**config.mk**
```make
export PLATFORM = sky130hd
export DESIGN_NAME = im_mem_arbiter
export DESIGN_NICKNAME = d
export VERILOG_FILES = /design/src/rtl/im_mem_arbiter.sv
export SDC_FILE = /design/constraint.sdc
export NUM_CORES = 1
export LEC_CHECK = 0
export ABC_CLOCK_PERIOD_IN_PS = 1700
export BUFFER_PORTS_ARGS = -buffer_cell sky130_fd_sc_hd__buf_2
export CAP_MARGIN = 20
export CORE_UTILIZATION = 38
export DETAILED_ROUTE_END_ITERATION = 16
export PLACE_DENSITY = 0.9
export SYNTH_ARGS = -nofsm -noshare
export SYNTH_HDL_FRONTEND = slang
export SYNTH_SLANG_ARGS = --single-unit
```
**constraint.sdc**
```tcl
create_clock -name clk_i -period 1.7 [get_ports clk_i]
set_input_delay 0 -clock clk_i [delete_from_list [all_inputs] [get_ports clk_i]]
set_output_delay 0 -clock clk_i [all_outputs]
set_load 0.01 [all_outputs]
```
**src/rtl/im_mem_arbiter.sv**
```systemverilog
// im_mem_arbiter: shares one single-port synchronous image memory between the
// VGA pixel fetch engine and the CPU/tester bus. Every access is sequenced as
// IDLE -> GNT -> RSP, giving one access per three cycles. VGA has priority.
//
// Ports:
//   clk_i, rst_ni                  clock, asynchronous active-low reset
//   vga_valid_i/vga_addr_i         VGA read request, held until vga_ready_o
//   vga_rdata_o/vga_ready_o        VGA read data, one-cycle completion pulse
//   cpu_valid_i/cpu_addr_i         CPU request, held until cpu_ready_o
//   cpu_wdata_i/cpu_wstrb_i        CPU write data, byte strobes (0 = read)
//   cpu_rdata_o/cpu_ready_o        CPU read data, one-cycle completion pulse
//   mem_en_o/mem_addr_o            registered memory enable and address
//   mem_we_o/mem_wdata_o           registered byte write enables and data
//   mem_rdata_i                    memory read data, one cycle after mem_en_o
//
// Optional feature: define ARB_STARVE_GUARD_EN to let a CPU that has waited
// MAX_WAIT cycles win over VGA; otherwise VGA priority is strict.
module im_mem_arbiter #(
    parameter int ADDR_W   = 16,
    parameter int DATA_W   = 16,
    parameter int MAX_WAIT = 8
) (
    input  logic                clk_i,
    input  logic                rst_ni,
    input  logic                vga_valid_i,
    input  logic [ADDR_W-1:0]   vga_addr_i,
    output logic [DATA_W-1:0]   vga_rdata_o,
    output logic                vga_ready_o,
    input  logic                cpu_valid_i,
    input  logic [ADDR_W-1:0]   cpu_addr_i,
    input  logic [DATA_W-1:0]   cpu_wdata_i,
    input  logic [DATA_W/8-1:0] cpu_wstrb_i,
    output logic [DATA_W-1:0]   cpu_rdata_o,
    output logic                cpu_ready_o,
    output logic                mem_en_o,
    output logic [ADDR_W-1:0]   mem_addr_o,
    output logic [DATA_W/8-1:0] mem_we_o,
    output logic [DATA_W-1:0]   mem_wdata_o,
    input  logic [DATA_W-1:0]   mem_rdata_i
);
    localparam logic [2:0] IDLE  = 3'd0;
    localparam logic [2:0] GNT_V = 3'd1;
    localparam logic [2:0] GNT_C = 3'd2;
    localparam logic [2:0] RSP_V = 3'd3;
    localparam logic [2:0] RSP_C = 3'd4;

    logic [2:0]          state_q, state_d;
    logic                mem_en_q, mem_en_d;
    logic [ADDR_W-1:0]   mem_addr_q, mem_addr_d;
    logic [DATA_W/8-1:0] mem_we_q, mem_we_d;
    logic [DATA_W-1:0]   mem_wdata_q, mem_wdata_d;
    logic                cpu_win;

`ifdef ARB_STARVE_GUARD_EN
    localparam int CW = $clog2(MAX_WAIT + 1);
    logic [CW-1:0] cpu_wait_q, cpu_wait_d;
    logic          cpu_busy;
    assign cpu_busy = (state_q == GNT_C) || (state_q == RSP_C);
    // Entering GNT_C only happens from IDLE, so clearing on state_d == GNT_C
    // clears exactly on entry; otherwise count waiting cycles, saturating.
    always_comb begin
        cpu_wait_d = (state_d == GNT_C) ? '0
                   : (cpu_valid_i && !cpu_busy && cpu_wait_q != CW'(MAX_WAIT)) ? cpu_wait_q + 1'b1
                   : cpu_wait_q;
    end
    always_ff @(posedge clk_i or negedge rst_ni) begin
        if (!rst_ni) cpu_wait_q <= '0;
        else         cpu_wait_q <= cpu_wait_d;
    end
    assign cpu_win = cpu_valid_i && (!vga_valid_i || cpu_wait_q >= CW'(MAX_WAIT));
`else
    assign cpu_win = cpu_valid_i && !vga_valid_i;
`endif

    always_comb begin
        state_d = (state_q == IDLE)  ? (cpu_win ? GNT_C : vga_valid_i ? GNT_V : IDLE)
                : (state_q == GNT_V) ? RSP_V
                : (state_q == GNT_C) ? RSP_C
                : IDLE;
    end

    // Memory controls are computed from the next state so they appear,
    // registered, in the same cycle the FSM sits in GNT_x.
    assign mem_en_d    = (state_d == GNT_V) || (state_d == GNT_C);
    assign mem_addr_d  = (state_d == GNT_C) ? cpu_addr_i : (state_d == GNT_V) ? vga_addr_i : '0;
    assign mem_we_d    = (state_d == GNT_C) ? cpu_wstrb_i : '0;
    assign mem_wdata_d = (state_d == GNT_C) ? cpu_wdata_i : '0;

    always_ff @(posedge clk_i or negedge rst_ni) begin
        if (!rst_ni) begin
            state_q     <= IDLE;
            mem_en_q    <= 1'b0;
            mem_addr_q  <= '0;
            mem_we_q    <= '0;
            mem_wdata_q <= '0;
        end else begin
            state_q     <= state_d;
            mem_en_q    <= mem_en_d;
            mem_addr_q  <= mem_addr_d;
            mem_we_q    <= mem_we_d;
            mem_wdata_q <= mem_wdata_d;
        end
    end

    assign mem_en_o    = mem_en_q;
    assign mem_addr_o  = mem_addr_q;
    assign mem_we_o    = mem_we_q;
    assign mem_wdata_o = mem_wdata_q;
    assign vga_ready_o = state_q == RSP_V;
    assign cpu_ready_o = state_q == RSP_C;
    assign vga_rdata_o = vga_ready_o ? mem_rdata_i : '0;
    assign cpu_rdata_o = cpu_ready_o ? mem_rdata_i : '0;
endmodule
```
==> out/metrics.csv <==
stage;metric;value;unit
grt;total track usage;23.7;%
die;Rows;23;
logic_synthesis;Cells after Synth;159;
sta;Slew Limit Fails;0;
logic_synthesis;most frequent cells after synthesis;dfrtp_1, and2_1, and3_1;
power_and_ir_drop;Peak VDD IR;0.594;mV
die;core footprint;4140;µm²
sta;fin crit share;93.6;%
clocking;clk slew on worst S/H paths;0.07;ns
power_and_ir_drop;pwr dens;1040;nW/µm²
logic_synthesis;Post-synth top flop;dfrtp_1;
clocking;Hold-fix buffers, CTS;50;
detailed_routing;antenna viol nets, final;0;
job;max_cap viols;0;
sta;Tightest Pin Transition;0.838;ns
setup_path;Setup crit end kind;output port;
clocking;insertion delay to the later sink of the worst-skew pair;0.27;ns
logic_synthesis;Yosys cell types;19;
detailed_routing;initial drt markers;51;
detailed_routing;met1 WL;2160;µm
grt;vias in the first global route;1845;
logic_synthesis;EDFF count, synth;0;
logic_synthesis;area leader, netlist;dfrtp_1;
logic_synthesis;syn avg cell area;10.7;µm²
detailed_routing;DR vias;1860;
sta;clk_skew;0.00400;ns
sta;max_slew headroom;44.1;%
sta;FMAX;0.628;GHz
outcome;status;completed;
clocking;TritonCTS Sinks;38;
detailed_routing;drt first pass iters;4;
layout;Area Growth Syn to Fin;78.6;%
placement;port bufs;138;
detailed_routing;drt drc;0;
detailed_routing;drt total wl;5680;µm
detailed_routing;WL met3;329;µm
grt;global-route wire length before repair;8100;µm
die;Initial Utilization;40.9;%
min_path;HP Class;primary input to flip-flop;
sta;Setup TNS Final;0;ns
layout;Final Instance Area;3030;µm²
grt;total congestion overflow;0;
logic_synthesis;area share of the largest cell type after synthesis;56.0;%
sta;hold_ws;0.00556;ns
detailed_routing;Met2 Wirelength;3110;µm
logic_synthesis;Async S/R FF share, synth;100;%
layout;n_diodes;0;
grt;initial antenna violation count;0;
setup_path;Critical Path Start Type;flip-flop;
logic_synthesis;sequential fraction of the synthesis area;56.0;%
grt;pin count of the biggest net entering global routing;39;
die;Ports;139;
clocking;clk buf depth;2;
detailed_routing;wire per inst;14.3;µm
die;Die ar.;4740;µm²
power_and_ir_drop;cell leakage power;1.76;nW
placement;area post-placement;2420;µm²
clocking;CTS root buffer;clkbuf_8;
placement;final estimated routing congestion in global placement;0.755;
setup_path;critical path peak fanout;17;
logic_synthesis;Yosys Warn Count;0;
logic_synthesis;register bit total from synthesis;38;
layout;nets;416;
placement;Post-DP HPWL;3340;µm
sta;unrepaired setup endpoints after global routing;false;
setup_path;Arr. time, crit path;1.59;ns
clocking;CTS tree;done;
sta;Final min period;1.59;ns
clocking;TritonCTS buffer count;5;
logic_synthesis;Synth Cell Area;1700;µm²
clocking;post-CTS sizing;0;
setup_path;Required @ worst endpoint;1.70;ns
logic_synthesis;Synth area leaders;dfrtp_1, and2_1, nand3b_1, and3_1, a21oi_2;
die;die height;68.8;µm
sta;Final Hold Fails;0;
setup_path;Crit Path Category;flip-flop to output port;
clocking;setup repair bufs after CTS;0;
logic_synthesis;Net Count, Synth;229;
detailed_routing;uppermost routed layer;met4;
die;die span in x;68.8;µm
detailed_routing;Vias per Instance;4.69;
sta;Finish-stage setup viols;0;
logic_synthesis;most numerous cell in the Yosys netlist;dfrtp_1;
clocking;H-tree Lvls;2;
layout;share of cells above drive strength 1;46.4;%
-- sequential cells by signal (all words and copies together) (netlist names) --
signal	flops
mem_wdata_o	16
mem_we_o	2
state_q	3
mem_addr_o	16
mem_en_o	1
-- power by group --
part	switching, W	internal (W)
registers	0.0000888	0.00108
clock network	0.000299	0.000432
logic	0.000676	0.000559
-- placed cells by master (no fill, tap or decap), drive strengths merged, types with 2 or more instances in the layout --
cell | netlist | layout
a21oi | 16 | 16
and2 | 32 | 32
and3 | 18 | 18
buf | 6 | 142
clkbuf | 6 | 5
clkinv | 0 | 2
dfrtp | 38 | 38
dlygate4sd3 | 0 | 50
nand2 | 16 | 16
nand3b | 16 | 16
nor2 | 3 | 3
nor3b | 2 | 2
-- path summary, 6_finish.rpt --
path | from | endpoint | slack (ns) | cells after the start
min in group asynchronous | rst_ni | mem_wdata_o[5]$_DFF_PN0_ | 0.37 | 2
min reg2reg | state_q[2]$_DFF_PN0_ | state_q[2]$_DFF_PN0_ | 0.53 | 1
max in group asynchronous | rst_ni | state_q[0]$_DFF_PN0_ | 0.81 | 2
min | cpu_addr_i[10] | mem_addr_o[10]$_DFF_PN0_ | 0.006 | 3
max reg2reg | state_q[1]$_DFF_PN0_ | mem_addr_o[3]$_DFF_PN0_ | 0.43 | 3
max | state_q[2]$_DFF_PN0_ | vga_rdata_o[6] | 0.11 | 3
-- logic make-up (layout without fill, tap and decap cells) --
| family | after synthesis | count (layout) | synth area share (%) |
|---|---|---|---|
| AO/OA/AOI/OAI | 18 | 18 | 7.67 |
| AND/OR/NAND/NOR | 91 | 91 | 32.8 |
| buffers and inverters | 12 | 200 | 3.47 |
| flip-flops | 38 | 38 | 56.0 |
-- critical path, stage by stage, from the launching register on --
cell	delay (ns)
dfrtp_1	0.43
and3b_1	0.54
and2_1	0.22
buf_2	0.13
-- per-layer routing --
layer | track usage, % | vias to the layer above
met5 | 0 | -
met4 | 7.40 | 0
met3 | 5.43 | 10
met2 | 46.4 | 88
met1 | 24.7 | 864
li1 | - | 898
-- stage by stage --
step	total power, W	cells	worst slack, ns	util [%]
5_1_grt	0.00334	397	0.0217	73.1
3_5_place_dp	0.00232	339	0.431	58.4
4_1_cts	0.00315	397	0.114	73.1
2_1_floorplan	0.00185	159	0.474	-
3_3_place_gp	0.00228	339	0.494	58.4
6_report	0.00314	397	0.108	73.1
-- cell type report --
class / count / area [µm²]
clock inverter: 3 / 40.0
timing repair buffer: 192 / 1220
multi-input combinational: 109 / 687
fill: 287 / 1110
clock buffer: 5 / 68.8
tap: 50 / 62.6
sequential: 38 / 951
No activity file was read; power rests on OpenSTA's default activity.
